**src/rtl/fifo_pkg.sv**
```systemverilog
// fifo_pkg: shared types, default thresholds and pointer helper for sync_fifo_flags
package fifo_pkg;

    localparam int AEMPTY_TH_DEF    = 2;
    localparam int AFULL_MARGIN_DEF = 2;

    typedef struct packed {
        logic empty;
        logic full;
        logic almost_empty;
        logic almost_full;
        logic overflow;
        logic underflow;
    } fifo_status_t;

    // Advance a pointer, wrapping from depth-1 back to 0 (depth need not be a power of two)
    function automatic int unsigned ptr_inc(input int unsigned ptr, input int unsigned depth);
        return (ptr == depth - 1) ? 0 : ptr + 1;
    endfunction

endpackage

```
**src/rtl/fifo_ptr_ctrl.sv**
```systemverilog
// fifo_ptr_ctrl: accept logic plus read/write pointer and occupancy arithmetic
module fifo_ptr_ctrl
    import fifo_pkg::*;
#(
    parameter  int DEPTH = 16,
    localparam int PTR_W = $clog2(DEPTH),
    localparam int CNT_W = $clog2(DEPTH + 1)
) (
    input  logic             clk,
    input  logic             rst_n,
    input  logic             flush,
    input  logic             wr,
    input  logic             rd,
    output logic             wr_acc,
    output logic             rd_acc,
    output logic [PTR_W-1:0] wr_ptr,
    output logic [PTR_W-1:0] rd_ptr,
    output logic [CNT_W-1:0] cnt
);

    logic [PTR_W-1:0] wr_ptr_q, wr_ptr_d, rd_ptr_q, rd_ptr_d;
    logic [CNT_W-1:0] cnt_q, cnt_d;

    // Accepts use pre-edge state; flush drops both requests so neither can raise an error
    always_comb begin
        rd_acc   = !flush && rd && (cnt_q != '0);
        wr_acc   = !flush && wr && ((cnt_q != CNT_W'(DEPTH)) || rd_acc);
        wr_ptr_d = flush ? '0 : wr_acc ? PTR_W'(ptr_inc(32'(wr_ptr_q), DEPTH)) : wr_ptr_q;
        rd_ptr_d = flush ? '0 : rd_acc ? PTR_W'(ptr_inc(32'(rd_ptr_q), DEPTH)) : rd_ptr_q;
        cnt_d    = flush ? '0 :
                   (wr_acc && !rd_acc) ? cnt_q + CNT_W'(1) :
                   (rd_acc && !wr_acc) ? cnt_q - CNT_W'(1) : cnt_q;
    end

    // Pointer and count registers with synchronous active-low reset
    always_ff @(posedge clk) begin
        if (!rst_n) begin
            wr_ptr_q <= '0;
            rd_ptr_q <= '0;
            cnt_q    <= '0;
        end else begin
            wr_ptr_q <= wr_ptr_d;
            rd_ptr_q <= rd_ptr_d;
            cnt_q    <= cnt_d;
        end
    end

    assign wr_ptr = wr_ptr_q;
    assign rd_ptr = rd_ptr_q;
    assign cnt    = cnt_q;

endmodule

```
**src/rtl/sync_fifo_flags.sv**
```systemverilog
// sync_fifo_flags: parametrised synchronous FIFO with threshold flags, sticky errors and flush
// Optional parity protection per entry is enabled by defining SYNC_FIFO_PARITY_EN.
module sync_fifo_flags
    import fifo_pkg::*;
#(
    parameter  int WIDTH     = 8,
    parameter  int DEPTH     = 16,
    parameter  int AFULL_TH  = DEPTH - AFULL_MARGIN_DEF,
    parameter  int AEMPTY_TH = AEMPTY_TH_DEF,
    localparam int CNT_W     = $clog2(DEPTH + 1),
    localparam int PTR_W     = $clog2(DEPTH)
) (
    input  logic             clk,
    input  logic             rst_n,
    input  logic             flush,
    input  logic             wr,
    input  logic [WIDTH-1:0] data_in,
    input  logic             rd,
    output logic [WIDTH-1:0] data_out,
    output logic             rd_valid,
    output logic [CNT_W-1:0] fifo_cnt,
    output logic             empty,
    output logic             full,
    output logic             almost_empty,
    output logic             almost_full,
    output logic             overflow,
    output logic             underflow,
`ifdef SYNC_FIFO_PARITY_EN
    input  logic             inj_par_err,
    output logic             parity_err,
`endif
    input  logic             clr_err
);

`ifdef SYNC_FIFO_PARITY_EN
    localparam int MW = WIDTH + 1;
`else
    localparam int MW = WIDTH;
`endif

    logic             wr_acc, rd_acc;
    logic [PTR_W-1:0] wr_ptr, rd_ptr;
    logic [CNT_W-1:0] cnt;
    logic [MW-1:0]    mem_q [DEPTH];
    logic [MW-1:0]    wr_word, rd_word;
    logic [WIDTH-1:0] data_out_q, data_out_d;
    logic             rd_valid_q, rd_valid_d;
    logic             ovf_q, ovf_d, udf_q, udf_d;
    fifo_status_t     st;

    fifo_ptr_ctrl #(.DEPTH(DEPTH)) u_ptr (
        .clk    (clk),
        .rst_n  (rst_n),
        .flush  (flush),
        .wr     (wr),
        .rd     (rd),
        .wr_acc (wr_acc),
        .rd_acc (rd_acc),
        .wr_ptr (wr_ptr),
        .rd_ptr (rd_ptr),
        .cnt    (cnt)
    );

`ifdef SYNC_FIFO_PARITY_EN
    assign wr_word = {(^data_in) ^ inj_par_err, data_in};
`else
    assign wr_word = data_in;
`endif
    assign rd_word = mem_q[rd_ptr];

    // Storage is not reset; only accepted writes outside reset land in memory
    always_ff @(posedge clk) begin
        if (rst_n && wr_acc) mem_q[wr_ptr] <= wr_word;
    end

    // Next-state for the output register and sticky errors; a new error beats clr_err
    always_comb begin
        data_out_d = rd_acc ? rd_word[WIDTH-1:0] : data_out_q;
        rd_valid_d = rd_acc;
        ovf_d      = (wr && !flush && !wr_acc) ? 1'b1 : clr_err ? 1'b0 : ovf_q;
        udf_d      = (rd && !flush && !rd_acc) ? 1'b1 : clr_err ? 1'b0 : udf_q;
    end

    // Output and error registers
    always_ff @(posedge clk) begin
        if (!rst_n) begin
            data_out_q <= '0;
            rd_valid_q <= 1'b0;
            ovf_q      <= 1'b0;
            udf_q      <= 1'b0;
        end else begin
            data_out_q <= data_out_d;
            rd_valid_q <= rd_valid_d;
            ovf_q      <= ovf_d;
            udf_q      <= udf_d;
        end
    end

`ifdef SYNC_FIFO_PARITY_EN
    logic par_err_q, par_err_d;

    // Parity check on the popped word, pulsed alongside rd_valid
    always_comb begin
        par_err_d = rd_acc && (^rd_word);
    end

    // Parity error pulse register
    always_ff @(posedge clk) begin
        if (!rst_n) par_err_q <= 1'b0;
        else        par_err_q <= par_err_d;
    end

    assign parity_err = par_err_q;
`endif

    // Status flags follow the count combinationally
    always_comb begin
        st.empty        = (cnt == '0);
        st.full         = (cnt == CNT_W'(DEPTH));
        st.almost_empty = (int'(cnt) <= AEMPTY_TH);
        st.almost_full  = (int'(cnt) >= AFULL_TH);
        st.overflow     = ovf_q;
        st.underflow    = udf_q;
    end

    assign data_out     = data_out_q;
    assign rd_valid     = rd_valid_q;
    assign fifo_cnt     = cnt;
    assign empty        = st.empty;
    assign full         = st.full;
    assign almost_empty = st.almost_empty;
    assign almost_full  = st.almost_full;
    assign overflow     = st.overflow;
    assign underflow    = st.underflow;

endmodule

```
**config.mk**
```make
export PLATFORM = sky130hd
export DESIGN_NAME = sync_fifo_flags
export DESIGN_NICKNAME = d
export VERILOG_FILES = /design/src/rtl/fifo_pkg.sv /design/src/rtl/fifo_ptr_ctrl.sv /design/src/rtl/sync_fifo_flags.sv
export SDC_FILE = /design/constraint.sdc
export NUM_CORES = 1
export LEC_CHECK = 0
export ABC_AREA = 1
export CORE_MARGIN = 4
export CORE_UTILIZATION = 25
export CTS_CLUSTER_DIAMETER = 30
export DETAILED_ROUTE_END_ITERATION = 12
export PLACE_DENSITY_LB_ADDON = 0.08
export SYNTH_ARGS = -nofsm -noshare
export SYNTH_HDL_FRONTEND = slang
export SYNTH_SLANG_ARGS = --single-unit
```
**constraint.sdc**
```tcl
create_clock -name clk -period 2.58 [get_ports clk]
set_clock_uncertainty 0.1 [all_clocks]
set_input_delay 0.645 -clock clk [delete_from_list [all_inputs] [get_ports clk]]
set_output_delay 0.645 -clock clk [all_outputs]
set_load 0.02 [all_outputs]
```
# Word-level counts from Yosys, hierarchy flattened
# Memories as Yosys holds them, arrays and structs flattened. A register that Yosys moved wholly into a read port is not among the register bits.
# Cells that the tools add are included.
# word_totals
wordCells	47
register_bits	16
ramBits	128
in_bits	14
mem_count	1
output_inout_bits	20
# op_classes
bitwise_logic	1
muxes	9
n_reduce_logical	20
n_eq_ne	4
add_sub_neg	4
magnitude_cmp	2
# memory_table
name	words	word_bits	rd	rd_ports_with_merged_regs	write_ports	line	rtl
mem_q	16	8	1	1	1	sync_fifo_flags.sv:44	logic [MW-1:0] mem_q [DEPTH];
# ops
op	n
5-bit two-way mux	2
1-bit logical AND	9
4-bit by 1-bit adder with 4-bit output (second input constant)	2
4-bit == test (second input constant)	2
4-bit two-way mux	2
2-bit nonzero test	3
5-bit by 1-bit adder with 5-bit output (second input constant)	1
5-bit == test (second input constant)	1
5-bit by 4-bit >= comparator with 1-bit output (second input constant)	1
5-bit by 2-bit less-or-equal comparator with 1-bit output (second input constant)	1
5-bit logical NOT	1
1-bit two-way mux	5
5-bit != test (second input constant)	1
5-bit nonzero test	1
5-bit by 1-bit subtractor with 5-bit output (second input constant)	1
1-bit logical NOT	4
2-bit OR reduction	1
1-bit logical OR	1
1-bit inverter	1

# Longest topological paths before layout
# Gate-level depths: netlist of run 1.
# depth
depth_word	9
depth_mapped	14
mapped_depth_nobuf	14

# Cells and area by module
# A second synthesis of run 1 with hierarchy kept.
# unflattened
hier_cells	634
hier_area_um2	6575.1
# by_module_without_submodules
module	area_each_um2	cells_per_inst	instances
sync_fifo_flags	5750.5	514	1
fifo_ptr_ctrl	824.5	120	1

# Worst setup path after synthesis of run 1
# No wires, ideal clock.
# synth_path
path_kind	input to register
start	in rd
end	reg u_ptr.cnt_q[3], in the netlist u_ptr.cnt[3]
path_stages	14
t_required_ps	2371
slack_ps	234
arrival_time_ps	2137
cell_sequence	inv_1 > nor2_2 > inv_1 > a21oi_4 > ha_1 > inv_1 > ha_1 > nand2_1 > nand2_1 > a21oi_1 > xor2_1 > nand2_1 > nand2_1 > inv_1
# synth_between
elab_chain_cells	7
# synth_lines
element	line	rtl
from (decl)	sync_fifo_flags.sv:18	input logic rd,
1-bit logical AND (*) (2 in a row)	fifo_ptr_ctrl.sv:26	rd_acc = !flush && rd && (cnt_q != '0);
1-bit logical OR	fifo_ptr_ctrl.sv:27	wr_acc = !flush && wr && ((cnt_q != CNT_W'(DEPTH)) || rd_acc);
1-bit logical AND	fifo_ptr_ctrl.sv:27	
1-bit logical NOT	fifo_ptr_ctrl.sv:32	(rd_acc && !wr_acc) ? cnt_q - CNT_W'(1) : cnt_q;
1-bit logical AND	fifo_ptr_ctrl.sv:32	
2-bit nonzero test (no line)	--	
to (signal assigned)	fifo_ptr_ctrl.sv:44	cnt_q <= cnt_d;
to (decl)	fifo_ptr_ctrl.sv:22	logic [CNT_W-1:0] cnt_q, cnt_d;
# Mark *: on every way between the ends. The rest lies on a longest branch, timed or not.
# A chain may end at the register's enable or synchronous reset.

# Worst setup path in the final report of run 1
# layout_path
start	in flush
end	reg u_ptr.cnt_q[4], in the netlist u_ptr.cnt[4]
# layout_between
elab_chain_cells	8
# layout_lines
element	line	rtl
from (decl)	sync_fifo_flags.sv:15	input logic flush,
1-bit logical NOT	fifo_ptr_ctrl.sv:26, fifo_ptr_ctrl.sv:27	
1-bit logical AND (2 in a row)	fifo_ptr_ctrl.sv:26	
1-bit logical OR	fifo_ptr_ctrl.sv:27	
1-bit logical AND	fifo_ptr_ctrl.sv:27	
1-bit logical NOT	fifo_ptr_ctrl.sv:32	
1-bit logical AND	fifo_ptr_ctrl.sv:32	
2-bit nonzero test (no line)	--	
# Parallel ways exist; a longest one is shown, timed or not.

==> key figures, run 1 <==
Timing
  • Max Fclk: 0.418 GHz
  • RSZ-0062 raised after global routing: no
  • Period utilisation layout: 92.6%
  • Tmin final: 2.39 ns
  • Tightest Pin Transition: 0.687 ns
  • Fin. Hold Viols: 0
  • Final setup violation count: 0
  • Final Max Slew Viols: 0
  • Slew HR: 54.2%
  • Fin Setup TNS: 0 ns
  • Worst Slack Setup Final: 0.190 ns

Power
  • Cell area power density: 672 nW/um^2
  • Lkg Pwr: 3.51 nW
  • PnR Total Power: 5.65 mW
  • VDD IR-drop max: 0.000388 V

Logic synthesis
  • Largest family of logic cells by synthesized area: simple AND/OR/NAND/NOR gates
  • Adder-cell area share of the yosys netlist: 1.93%
  • Syn Std Cell Area: 6880 sq um
  • Yosys synthesis warning count: 0
  • Register area share after synthesis: 62.9%
  • Compound-Gate Fraction of Synth Area: 3.07%
  • Synth area leader: edfxtp_1
  • Post-Synth Simple-Gate Area: 21.6%
  • Top cells by area, synth: edfxtp_1, nand2_1, dfxtp_1
  • Syn Nets: 752
  • Post-synthesis mux area share: 0%
  • Yosys top cell area share: 55.9%
  • Post-synth cell types: 30
  • XOR/XNOR Fraction of Synth Area: 0.891%
  • Synthesized area per cell: 9.45 sq um
  • #FFs+latches synth: 152
  • Post-synthesis cell count: 728

Worst setup path
  • R2R setup slack: 0.34 ns
  • Reg2reg path depth: 14
  • Critical Path RT: 2.85 ns
  • CP startpoint kind: input port
  • RR Endpoint: u_ptr.cnt[3]
  • Crit path kind: in -> reg
  • FF-to-FF Start: u_ptr.cnt[2]
  • Worst setup EP type: flip-flop
  • Data arrival time of the worst path: 2.66 ns
  • CP startpoint: flush
  • CP max FO: 4

Finish
  • Antenna cells: 0
  • Commonest non-fill, non-tap cell in the layout: nand2_1
  • Layout cells sized above 1: 10.9%
  • Most frequent cells in the layout: nand2_1, edfxtp_1, inv_1
  • Final #Nets: 819
  • Area Overhead vs Synth: 22.2%
  • Non-filler cells in the finished layout: 1149

Floorplan
  • Die X: 174 um
  • Initial Util: 25.4%
  • Rows: 60
  • Total die area: 30200 sq um
  • Die extent in y: 174 um
  • I/O pin cnt: 34
  • Core ar.: 27000 sq um

Detailed routing
  • Drt pass-1 iters: 7
  • Final ANT Viol Nets: 0
  • Routed vias: 4799
  • Remaining DRCs: 0
  • WL final: 18000 um
  • Via density: 4.18
  • Routed length per instance: 15.7 um
  • Starting DRT DRC Count: 271

Placement
  • DP Wirelength: 12400 um
  • Placed Cells: 1117
  • Pre-CTS WS: -0.277 ns
  • Final GP Congestion: 0.758
  • Port Buffers: 33

Clock tree
  • Root Buffer: clkbuf_16
  • CTS Buf Count: 17
  • CTS tree: yes
  • Clock Pin Slew Worst Setup and Hold Paths: 0.07 ns
  • Clk Latency, worst-skew pair: 0.43 ns
  • Max Root-Sink Buffers: 2
  • Sinks on the clock net: 152
  • H-tree depth: 4
  • Post-CTS setup buffer count: 0

Global route
  • Pin count of the biggest net entering global routing: 36
  • GR Overflow Total: 0
  • Global-route wire length before repair: 28200 um
  • Antenna violations before repair: 0
  • All-Layer GR Usage: 12.3%
  • Vias in the first global route: 4926

Hold path
  • Hold Path Cell Cnt: 2
  • Hold WC Path Type: reg -> reg
  • Beginning of the worst hold path: underflow
  • Hold worst-path end: underflow

Job
  • Max-Cap Viols: 0

Status
  • Status: finished, final reports clean
Yosys cell counts, drive strengths merged:
library cell / number
a211oi: 1
a21oi: 24
buf: 19
clkbuf: 6
clkinv: 3
dfxtp: 24
edfxtp: 128
fa: 1
ha: 9
inv: 132
nand2: 209
nand3: 71
nand4: 2
nor2: 74
nor3: 4
o21ai: 13
o31ai: 1
xnor2: 1
xor2: 6
metal layers:
| layer | vias to the layer above | track usage (%) | share of wire [%] |
|---|---|---|---|
| li1 | 2442 | - | - |
| met1 | 2266 | 16.9 | 50 |
| met2 | 69 | 19.5 | 45 |
| met3 | 22 | 2.31 | 2.5 |
| met4 | 0 | 4.45 | 1.9 |
| met5 | - | 0 | 0 |
critical path, cell delays in order:
cell,delay (ns)
clkdlybuf4s50_1,0.45
nor2_2,0.14
inv_1,0.09
a21oi_4,0.15
ha_2,0.20
inv_1,0.09
fa_1,0.41
nand3_1,0.09
nand2_1,0.07
xor2_1,0.14
nand2_1,0.06
a21oi_1,0.11
stage by stage:
stage / hold slack, ns / utilization [%] / cell area [sq um]
after floorplan: 0.363 / - / 6880
after global placement: 0.358 / 28.8 / 7800
after detailed placement: 0.363 / 28.8 / 7800
after CTS: 0.374 / 31.1 / 8400
after global routing: 0.400 / 31.1 / 8400
final: 0.369 / 31.1 / 8400
cell type report:
class / count / area, sq um
timing repair buffer: 73 / 646
inverter: 135 / 509
fill: 2858 / 18600
sequential: 152 / 4330
tap: 341 / 427
multi-input combinational: 416 / 1890
clock inverter: 14 / 173
clock buffer: 18 / 429
power breakdown:
| part | switching, mW | leakage, nW | internal, mW |
|---|---|---|---|
| registers | 0.0185 | 1.35 | 2.68 |
| clock network | 1.02 | 0.283 | 1.53 |
| logic | 0.244 | 1.88 | 0.152 |
cell families (layout without fill, tap and decap cells):
logic type | count (synthesis) | in the layout
AOI/OAI and AO/OA | 39 | 39
xor gates and xnor gates | 7 | 7
adders and majority gates | 10 | 10
buffers and inverters | 160 | 240
DFF | 152 | 152
and+or+nand+nor | 360 | 360
worst max-delay path by stage:
| stage | end | slack, ns |
|---|---|---|
| after global routing | u_ptr.cnt[4] | 0.004 |
| after global placement | u_ptr.cnt[3] | -0.26 |
| after CTS | empty | 0.01 |
| after detailed placement | u_ptr.cnt[4] | -0.28 |
| after floorplan | u_ptr.cnt[3] | 0.23 |
| final | u_ptr.cnt[4] | 0.19 |
state kept, by name (all words and copies together), names as in the netlist:
| signal | count |
|---|---|
| underflow | 1 |
| u_ptr.cnt | 5 |
| rd_valid | 1 |
| u_ptr.wr_ptr | 4 |
| overflow | 1 |
| data_out | 8 |
| u_ptr.rd_ptr | 4 |
| mem_q | 128 |
repair_timing:
| action | 4_1_cts | 5_1_grt |
|---|---|---|
| resized for setup | 2 | 3 |
| hold buffers | 0 | 0 |
| cloned | 0 | 0 |
| endpoints found under the setup margin | 2 | 3 |
(Power assumes the default switching activity.)
==> run 2, diff against run 1 <==
Settings changed: CAP_MARGIN from default to 20.
==> results of run 2 <==
Same layout as run 1: the final DEF is identical, and so are final timing and power.
